==> config.mk <==
export PLATFORM = sky130hd
export DESIGN_NAME = alb_op_sequencer
export DESIGN_NICKNAME = d
export VERILOG_FILES = /design/src/rtl/alb_op_sequencer.sv
export SDC_FILE = /design/constraint.sdc
export NUM_CORES = 1
export LEC_CHECK = 0
export BUFFER_PORTS_ARGS = -buffer_cell sky130_fd_sc_hd__buf_4
export CORE_MARGIN = 1.5
export CORE_UTILIZATION = 35
export CTS_CLUSTER_DIAMETER = 80
export CTS_CLUSTER_SIZE = 8
export DETAILED_ROUTE_END_ITERATION = 6
export MAX_ROUTING_LAYER = met4
export PLACE_DENSITY = 0.75
export SLEW_MARGIN = 20
export SYNTH_ARGS = -nofsm -noshare
export SYNTH_HDL_FRONTEND = slang
export SYNTH_SLANG_ARGS = --single-unit
==> constraint.sdc <==
create_clock -name clk -period 1.4 [get_ports clk]
set_input_delay 0.14 -clock clk [delete_from_list [all_inputs] [get_ports clk]]
set_output_delay 0.14 -clock clk [all_outputs]
set_load 0.01 [all_outputs]
==> src/rtl/alb_op_sequencer.sv <==
// Command sequencer for the ALB datapath: registers one operation, holds it on the
// datapath for a settle window, then captures result/flags. Optional carry chaining: ALB_CHAIN_EN.
module alb_op_sequencer #(
    parameter int DATA_WIDTH  = 8,
    parameter int EXEC_CYCLES = 1
) (
    input  logic                  clk,
    input  logic                  rst_n,
    input  logic                  cmd_valid,
    output logic                  cmd_ready,
    input  logic [1:0]            cmd_op,
    input  logic [DATA_WIDTH-1:0] cmd_a,
    input  logic [DATA_WIDTH-1:0] cmd_b,
    input  logic                  cmd_chain,
    output logic [1:0]            alu_sel,
    output logic [DATA_WIDTH-1:0] alu_a,
    output logic [DATA_WIDTH-1:0] alu_b,
    output logic                  alu_ci,
    input  logic [DATA_WIDTH-1:0] alu_f,
    input  logic                  alu_co,
    input  logic                  alu_vo,
    input  logic                  alu_no,
    input  logic                  alu_zo,
    output logic                  res_valid,
    input  logic                  res_ready,
    output logic [DATA_WIDTH-1:0] res_data,
    output logic [3:0]            res_flags,
    output logic                  busy
);

    localparam logic [1:0] IDLE = 2'd0;
    localparam logic [1:0] EXEC = 2'd1;
    localparam logic [1:0] DONE = 2'd2;

    // Out-of-range settle windows fall back to a single cycle.
    localparam int EXEC_EFF = (EXEC_CYCLES < 1 || EXEC_CYCLES > 15) ? 1 : EXEC_CYCLES;
    localparam logic [3:0] CNT_LOAD = 4'(EXEC_EFF - 1);

    logic [1:0] state;
    logic [3:0] cnt;
    logic       cmd_fire;
    logic       carry_in;

`ifdef ALB_CHAIN_EN
    // The carry seen by a chained command is the C flag currently held in res_flags,
    // which in DONE is the result being consumed this cycle.
    assign carry_in = cmd_chain & res_flags[3];
`else
    logic unused_chain;
    assign unused_chain = cmd_chain;
    assign carry_in     = 1'b0;
`endif

    assign cmd_ready = (state == IDLE) || ((state == DONE) && res_ready);
    assign cmd_fire  = cmd_valid && cmd_ready;
    assign res_valid = (state == DONE);
    assign busy      = (state != IDLE);

    always_ff @(posedge clk or negedge rst_n) begin
        if (!rst_n) begin
            state     <= IDLE;
            cnt       <= 4'd0;
            alu_sel   <= 2'b00;
            alu_a     <= '0;
            alu_b     <= '0;
            alu_ci    <= 1'b0;
            res_data  <= '0;
            res_flags <= 4'b0000;
        end else begin
            case (state)
                IDLE: begin
                    if (cmd_fire) state <= EXEC;
                end
                EXEC: begin
                    if (cnt == 4'd0) begin
                        res_data  <= alu_f;
                        res_flags <= {alu_co, alu_vo, alu_no, alu_zo};
                        state     <= DONE;
                    end else begin
                        cnt <= cnt - 4'd1;
                    end
                end
                DONE: begin
                    if (res_ready) state <= cmd_fire ? EXEC : IDLE;
                end
                default: state <= IDLE;
            endcase
            // Datapath inputs change only on an accepted command, never in IDLE.
            if (cmd_fire) begin
                alu_sel <= cmd_op;
                alu_a   <= cmd_a;
                alu_b   <= cmd_b;
                alu_ci  <= carry_in;
                cnt     <= CNT_LOAD;
            end
        end
    end

endmodule

# Yosys cells after proc, flatten, opt, wreduce, memory -nomap -nowiden
# Cells that the tools add are included.
[classes]
n_addsub = 1
eq_ne = 6
mux = 8
n_reduce_logical = 10
[op_table]
columns = ["operator", "count"]
rows = [
  ["$mux 4", 3],
  ["$mux 2", 3],
  ["$ne 2x2->1 const B", 3],
  ["$pmux 2 s3", 1],
  ["$logic_not 4->1", 1],
  ["$reduce_and 2->1", 2],
  ["$reduce_bool 2->1", 2],
  ["$sub 4x1->4 const B", 1],
  ["$reduce_and 3->1", 1],
  ["$eq 2x1->1 const B", 1],
  ["$eq 2x2->1 const B", 1],
  ["$logic_and 1x1->1", 2],
  ["$logic_not 2->1", 1],
  ["$ne 2x1->1 const B", 1],
  ["$logic_or 1x1->1", 1],
  ["$mux 1", 1],
]
[totals]
register_bits = 36
in_bits = 35
out_inout_bits = 34
wordCells = 32

# Longest topological paths before layout
# Gate-level depths: netlist of the first run.
[logic_depth]
depth_word = 7
depth_mapped = 6
depth_no_buf = 5

# Least setup slack after synthesis of the first run
# Ideal clock, no wire load.
[synth_timing]
path_type = "register to register"
start = "register cnt[0]"
end = "register res_data[0]"
setup_time_ps = 125
arrival_ps = 1357
required_ps = 1275
path_slack_ps = -82
path_stages_with_launch = 7
path_buffers = 1
period_less_slack_ps = 1482
cell_sequence = "dfrtp_1 > inv_1 > ha_1 > nor2b_1 > nand2_2 > buf_6 > mux2_4"
[synth_via]
elab_chain_cells = 2
[synth_lines]
columns = ["item", "line_no", "source"]
rows = [
  ["start, declared", "40", "logic [3:0] cnt;"],
  ["start signal, assigned", "80", "cnt <= cnt - 4'd1;"],
  ["$logic_not 4->1", "75", "if (cnt == 4'd0) begin"],
  ["$reduce_and 2->1 (no line)", "-", ""],
  ["end signal, assigned", "76", "res_data <= alu_f;"],
  ["end, declared", "26", "output logic [DATA_WIDTH-1:0] res_data,"],
]
# No other way between the ends.
# A chain may end at the register's enable or synchronous reset.

# Worst setup path after layout of the first run
[layout_timing]
start = "register cnt[1]"
end = "register res_data[6]"
# The elaborated chain is that of the path after synthesis.

==> impl_metrics.json, run 1 <==
{
  "yosys_register_bits": 36,
  "cp_cell_sequence": "inv_2 > ha_4 > nor2b_4 > nand2_4 > buf_12 > mux2_4",
  "syn_nets": 139,
  "grt-ovfl-total": 0,
  "critPathRequiredTime_ns": 1.57,
  "clk_latency_ns": 0.28,
  "regToRegStartpoint": "cnt[1]",
  "min_period_over_period_pct": 102,
  "cts.path.max_buffers": 2,
  "layout-drive-gt1-share_pct": 69.5,
  "die_area_um2": 4800,
  "r2r-end": "res_data[6]",
  "antennaDiodeCount": 0,
  "leakage_nw": 1.27,
  "ys_seq_area_share_pct": 58.5,
  "path_class": "reg -> reg",
  "hp-class": "in -> reg",
  "fin_crit_ns": 1.43,
  "critPathMaxFanout": 7,
  "antenna_found_initial": 0,
  "root_buffer": "clkbuf_8",
  "maxSlewViolCount": 0,
  "rrSetupSlack_ns": -0.03,
  "worst_setup_path_end_kind": "flop",
  "finalSetupViolCount": 11,
  "cts_buffers": 5,
  "synth_area_per_cell_um2": 15.1,
  "wirelength_um": 3820,
  "nets": 226,
  "hpwl_um": 2530,
  "vias": 1117,
  "ioPinCount": 69,
  "coreArea_um2": 4120,
  "rsz0062_at_grt": "yes",
  "drt_first_pass_iters": 4,
  "die_width_um": 69.3,
  "synth_area_um2": 1540,
  "ant_nets": 0,
  "max_freq_ghz": 0.699,
  "cts.sinks": 36,
  "cts_max_level": 2,
  "drt_iter0_drc": 69,
  "drv_cap": 0,
  "max_stage_delay_ns": 0.39,
  "skew_ns": 0.00474,
  "instances_no_fill": 240,
  "pre_cts_ws_ns": -0.0779,
  "hold_viol": 0,
  "synth.distinct_cells": 25,
  "status": "complete, but fails checks",
  "power_mw": 6.13,
  "hold_end": "state[1]",
  "die_h_um": 69.3,
  "postSynthCellCount": 102,
  "via_per_inst": 4.65,
  "cts_tree": "yes",
  "hp-start": "res_ready",
  "slowest_stage": "dfrtp_1",
  "grt_pass1_wl_um": 5840,
  "whs_ns": 0.0593,
  "area_growth_pct": 61.1,
  "clk_pin_slew_worst_paths_ns": 0.07,
  "place_congestion": 0.843,
  "cp.arrival_ns": 1.60,
  "grt_pass1_vias": 1294,
  "p_per_area_nw_per_um2": 2470,
  "final_util_pct": 60.2,
  "grt_max_degree": 37,
  "wl_per_cell_um": 15.9,
  "min_path_cells": 2,
  "setup_ws_ns": -0.0312,
  "grtUsageTotal_pct": 15.8,
  "start_util_pct": 37.4,
  "drc_errors": 0,
  "violations": "negative setup slack",
  "yosysWarnings": 0,
  "register_area_um2": 902,
  "startpoint_type": "flop",
  "reg2regPathDepth": 6,
  "rows": 23,
  "peakVddDrop_v": 0.000864,
  "place.port_buffers": 66,
  "multi_input_comb_area_um2": 706,
  "place_inst": 221,
  "fill_cells": 322
}
[power by group]
group	total, mW	internal (mW)	switching, mW
registers	1.97	1.59	0.380
clock network	0.754	0.401	0.353
logic	3.41	2.15	1.26
total	6.13	4.14	1.99
[stage by stage]
stage | setup TNS [ns] | area (um2)
2_1_floorplan | 0 | 1560
3_3_place_gp | -0.537 | 2130
3_5_place_dp | -1.26 | 2130
4_1_cts | -0.0233 | 2370
5_1_grt | -0.958 | 2480
6_report | -0.178 | 2480
[metal layers]
metal	GRT usage [%]	wire length, um
met5	-	0
met3	4.51	115
met2	28.7	2160
met1	16.0	1500
met4	5.88	40
[placed cells by master (no fill, tap or decap), drive strengths merged]
cell type and count:
nor3b 1, dlygate4sd3 1, nand2 3, and2b 1, nand3 1, o21ai 6, nand2b 1, mux2 30
conb 1, or3 1, nor2b 1, a21oi 1, ha 2, or2 1, clkbuf 9, nor2 3
inv 5, nand3b 1, buf 81, mux2i 3, a211o 1, dfrtp 36
[critical path, delay by kind of cell, from the launching register on]
family | cells | cell delay [ns]
DFF | 1 | 0.39
buffers and inverters | 2 | 0.24
adders and majority gates | 1 | 0.13
muxes | 1 | 0.30
and+or+nand+nor | 2 | 0.25
[cell families after synthesis]
family	Yosys count	synth area share [%]
flops	36	58.5
buf+inv	8	3.41
simple gates	14	6.75
mux	33	26.6
other cells	1	0.244
compound gates	8	2.85
fa+ha+maj	2	1.63
[worst max-delay path by stage]
stage                     depth (start not counted)     endpoint     start
after floorplan                                   6  res_data[0]    cnt[0]
after CTS                                         6  res_data[6]    cnt[0]
final                                             6  res_data[6]    cnt[1]
after global routing                              4  res_data[6]  state[1]
after detailed placement                          3   alu_sel[0]  state[1]
after global placement                            6       cnt[0]    cnt[0]
[layout make-up]
class | instances | share of cell area, %
Sequential cell | 36 | 36.4
Multi-Input combinational cell | 58 | 28.5
Timing Repair Buffer | 83 | 28.2
Clock buffer | 8 | 3.63
Tap cell | 50 | 2.52
Inverter | 5 | 0.757
[state kept, by name, indices dropped and copies added (netlist names)]
register	cells
alu_b	8
res_flags	4
alu_sel	2
res_data	8
state	2
cnt	4
alu_a	8
[cell usage after synthesis]
master / count / share of area (%)
mux2_4: 11 / 11
dfrtp_1: 36 / 59
nor3b_2: 1 / 0.81
conb_1: 1 / 0.24
mux2i_1: 3 / 2.0
buf_4: 1 / 0.49
nor2b_1: 1 / 0.41
mux2_2: 19 / 14
buf_8: 1 / 0.98
a21oi_1: 1 / 0.32
nand2_2: 1 / 0.41
a211o_1: 1 / 0.57
nor2_1: 2 / 0.49
or3_1: 1 / 0.41
nand2b_2: 1 / 0.57
and2b_4: 1 / 0.65
buf_6: 1 / 0.73
nor2_8: 1 / 1.3
nand3b_1: 1 / 0.49
or2_2: 1 / 0.41
nand3_1: 1 / 0.32
o21ai_0: 6 / 2.0
nand2_1: 2 / 0.49
ha_1: 2 / 1.6
inv_1: 5 / 1.2
[what timing repair did]
item,CTS,global route
setup endpoints to repair,34,31
cloned,1,1
setup buffers,7,2
hold buffers,1,0
resized for setup,12,19
hold endpoints to repair,36,0
pin swaps,4,4
(Power assumes the default switching activity.)
==> run 2: changes to the inputs <==
--- a/config.mk
+++ b/config.mk
@@ -12,7 +12,7 @@
 export CTS_CLUSTER_SIZE = 8
 export DETAILED_ROUTE_END_ITERATION = 6
 export MAX_ROUTING_LAYER = met4
-export PLACE_DENSITY = 0.75
+export PLACE_DENSITY = 0.72
 export SLEW_MARGIN = 20
 export SYNTH_ARGS = -nofsm -noshare
 export SYNTH_HDL_FRONTEND = slang
==> constraint.sdc (replaced) <==
create_clock -name clk -period 1.6 [get_ports clk]
set_input_delay 0.16 -clock clk [delete_from_list [all_inputs] [get_ports clk]]
set_output_delay 0.16 -clock clk [all_outputs]
set_load 0.01 [all_outputs]
==> run 2 against run 1 <==
  * The flow now finishes without violations
  * Total power decreased by 24%
  * Cell count decreased by 5.0%
  * Critical path type unchanged
  * Clock power decreased by 13%
  * Non-clock buffer count decreased by 13
  * Wire length decreased by 13%
  * Largest power group unchanged
  * Maximum frequency decreased by 4.7%
  * Clock-buffer cell count decreased by 2
  * Sequential power decreased by 14%
  * Register-to-register slack improved by 0.13 ns
  * Critical path depth decreased by 1
  * Utilization decreased by 6.0 points
  * Flip-flop and latch count unchanged
  * Critical endpoint is now res_data[0]
==> impl_metrics.json, run 2 (synthesized netlist as in run 1, its figures left out) <==
{
  "grtUsageTotal_pct": 15.1,
  "start_util_pct": 37.4,
  "power_frac_clock_pct": 14.1,
  "rsz0062_at_grt": "no",
  "die_area_um2": 4800,
  "cp.arrival_ns": 1.68,
  "final_cell_mix": "buf_4, dfrtp_1, mux2_2",
  "p_sw_share_pct": 33.1,
  "startpoint_type": "flop",
  "grt_pass1_vias": 1120,
  "place_inst": 215,
  "die_width_um": 69.3,
  "switchingPower_mw": 1.54,
  "vias": 1040,
  "antenna_found_initial": 0,
  "largest_registers": "alu_a: 8 flops, alu_b: 8 flops, res_data: 8 flops",
  "leakage_nw": 1.12,
  "p_per_area_nw_per_um2": 2090,
  "antennaDiodeCount": 0,
  "clk_pin_slew_worst_paths_ns": 0.07,
  "hp-class": "in -> reg",
  "ioPinCount": 69,
  "drv_cap": 0,
  "min_period_over_period_pct": 93.8,
  "hold_viol": 0,
  "area_growth_pct": 45.0,
  "finalSetupViolCount": 0,
  "drt_first_pass_iters": 4,
  "maxSlewViolCount": 0,
  "critPathMaxFanout": 6,
  "drc_errors": 0,
  "worst_setup_path_end_kind": "flop",
  "p_int_mw": 3.13,
  "drt_iter0_drc": 72,
  "max_freq_ghz": 0.666,
  "root_buffer": "clkbuf_8",
  "ant_nets": 0,
  "path_class": "reg -> reg",
  "nets": 214,
  "combinationalPowerShare_pct": 49.8,
  "via_per_inst": 4.56,
  "die_h_um": 69.3,
  "setup_ws_ns": 0.0985,
  "p_seq_share_pct": 36.1,
  "instances_no_fill": 228,
  "final_common_cell": "buf_4",
  "grt_pass1_wl_um": 5460,
  "grt-ovfl-total": 0,
  "wl_per_cell_um": 14.5,
  "cts.sinks": 36,
  "wirelength_um": 3310,
  "cts_buffers": 5,
  "place.port_buffers": 66,
  "place_congestion": 0.770,
  "pre_cts_ws_ns": -0.0833,
  "peakVddDrop_v": 0.000743,
  "status": "finished, final reports clean",
  "cts_max_level": 2,
  "rows": 23,
  "coreArea_um2": 4120,
  "skew_ns": 0.00690,
  "fin_crit_ns": 1.50,
  "cts.path.max_buffers": 2,
  "critPathRequiredTime_ns": 1.78,
  "whs_ns": 0.0680,
  "layout-drive-gt1-share_pct": 64.6,
  "grt_max_degree": 37,
  "cts_tree": "yes",
  "clk_latency_ns": 0.29
}
-- run 2: through the flow --
step	utilization (%)	instance area [um2]	TNS, ns	total power, mW
final	54.2	2230	0	4.67
after global routing	54.2	2230	0	5.01
after CTS	52.8	2170	0	4.60
after detailed placement	50.1	2060	-0.865	3.89
after global placement	50.1	2060	-0.0345	3.79
after floorplan	-	1540	0	2.97
-- run 2: metal layers --
metal  up-vias  track usage [%]  part of all wire, %
li1        503                -                    -
met1       503             16.3                   40
met2        26             26.0                   54
met3         8             3.78                  3.4
met4         0             7.19                  2.2
met5         -                -                    0
-- run 2: final timing paths --
kind / start / endpoint / slack [ns] / depth (start not counted)
setup / recovery: cnt[0] / res_data[0] / 0.1 / 5
hold / removal: res_ready / state[1] / 0.07 / 2
setup reg to reg: cnt[0] / res_data[0] / 0.1 / 5
hold reg to reg: cnt[0] / cnt[0] / 0.49 / 1
max in group asynchronous: rst_n / res_data[1] / 0.91 / 2
min in group asynchronous: rst_n / alu_b[4] / 0.36 / 2
-- run 2: repair_timing --
item,in CTS,in global routing
buffers inserted,0,3
setup endpoints to repair,12,16
endpoints found under the hold margin,36,0
pin swaps,0,1
gates cloned,0,1
hold buffers,1,0
gates resized for setup,2,1
-- run 2: critical path, cell delays in order, from the launching register on --
cell	delay, ns
dfrtp_1	0.40
inv_1	0.10
ha_1	0.19
nor2b_4	0.22
nand2_2	0.15
mux2_4	0.33
-- run 2: power groups by stage --
stage | combinational (mW) | clock [mW] | sequential (mW)
6_report | 2.33 | 0.657 | 1.69
5_1_grt | 2.49 | 0.744 | 1.77
4_1_cts | 2.23 | 0.692 | 1.68
3_5_place_dp | 2.20 | 0 | 1.70
3_3_place_gp | 2.13 | 0 | 1.67
2_1_floorplan | 1.14 | 0 | 1.83
-- run 2: cell type report --
type / instances / area, um2
Inverter: 5 / 18.8
Clock buffer: 6 / 82.6
Tap cell: 50 / 62.6
Multi-Input combinational cell: 59 / 604
Sequential cell: 36 / 901
Fill cell: 364 / 1880
Clock inverter: 2 / 10.0
Timing Repair Buffer: 70 / 553
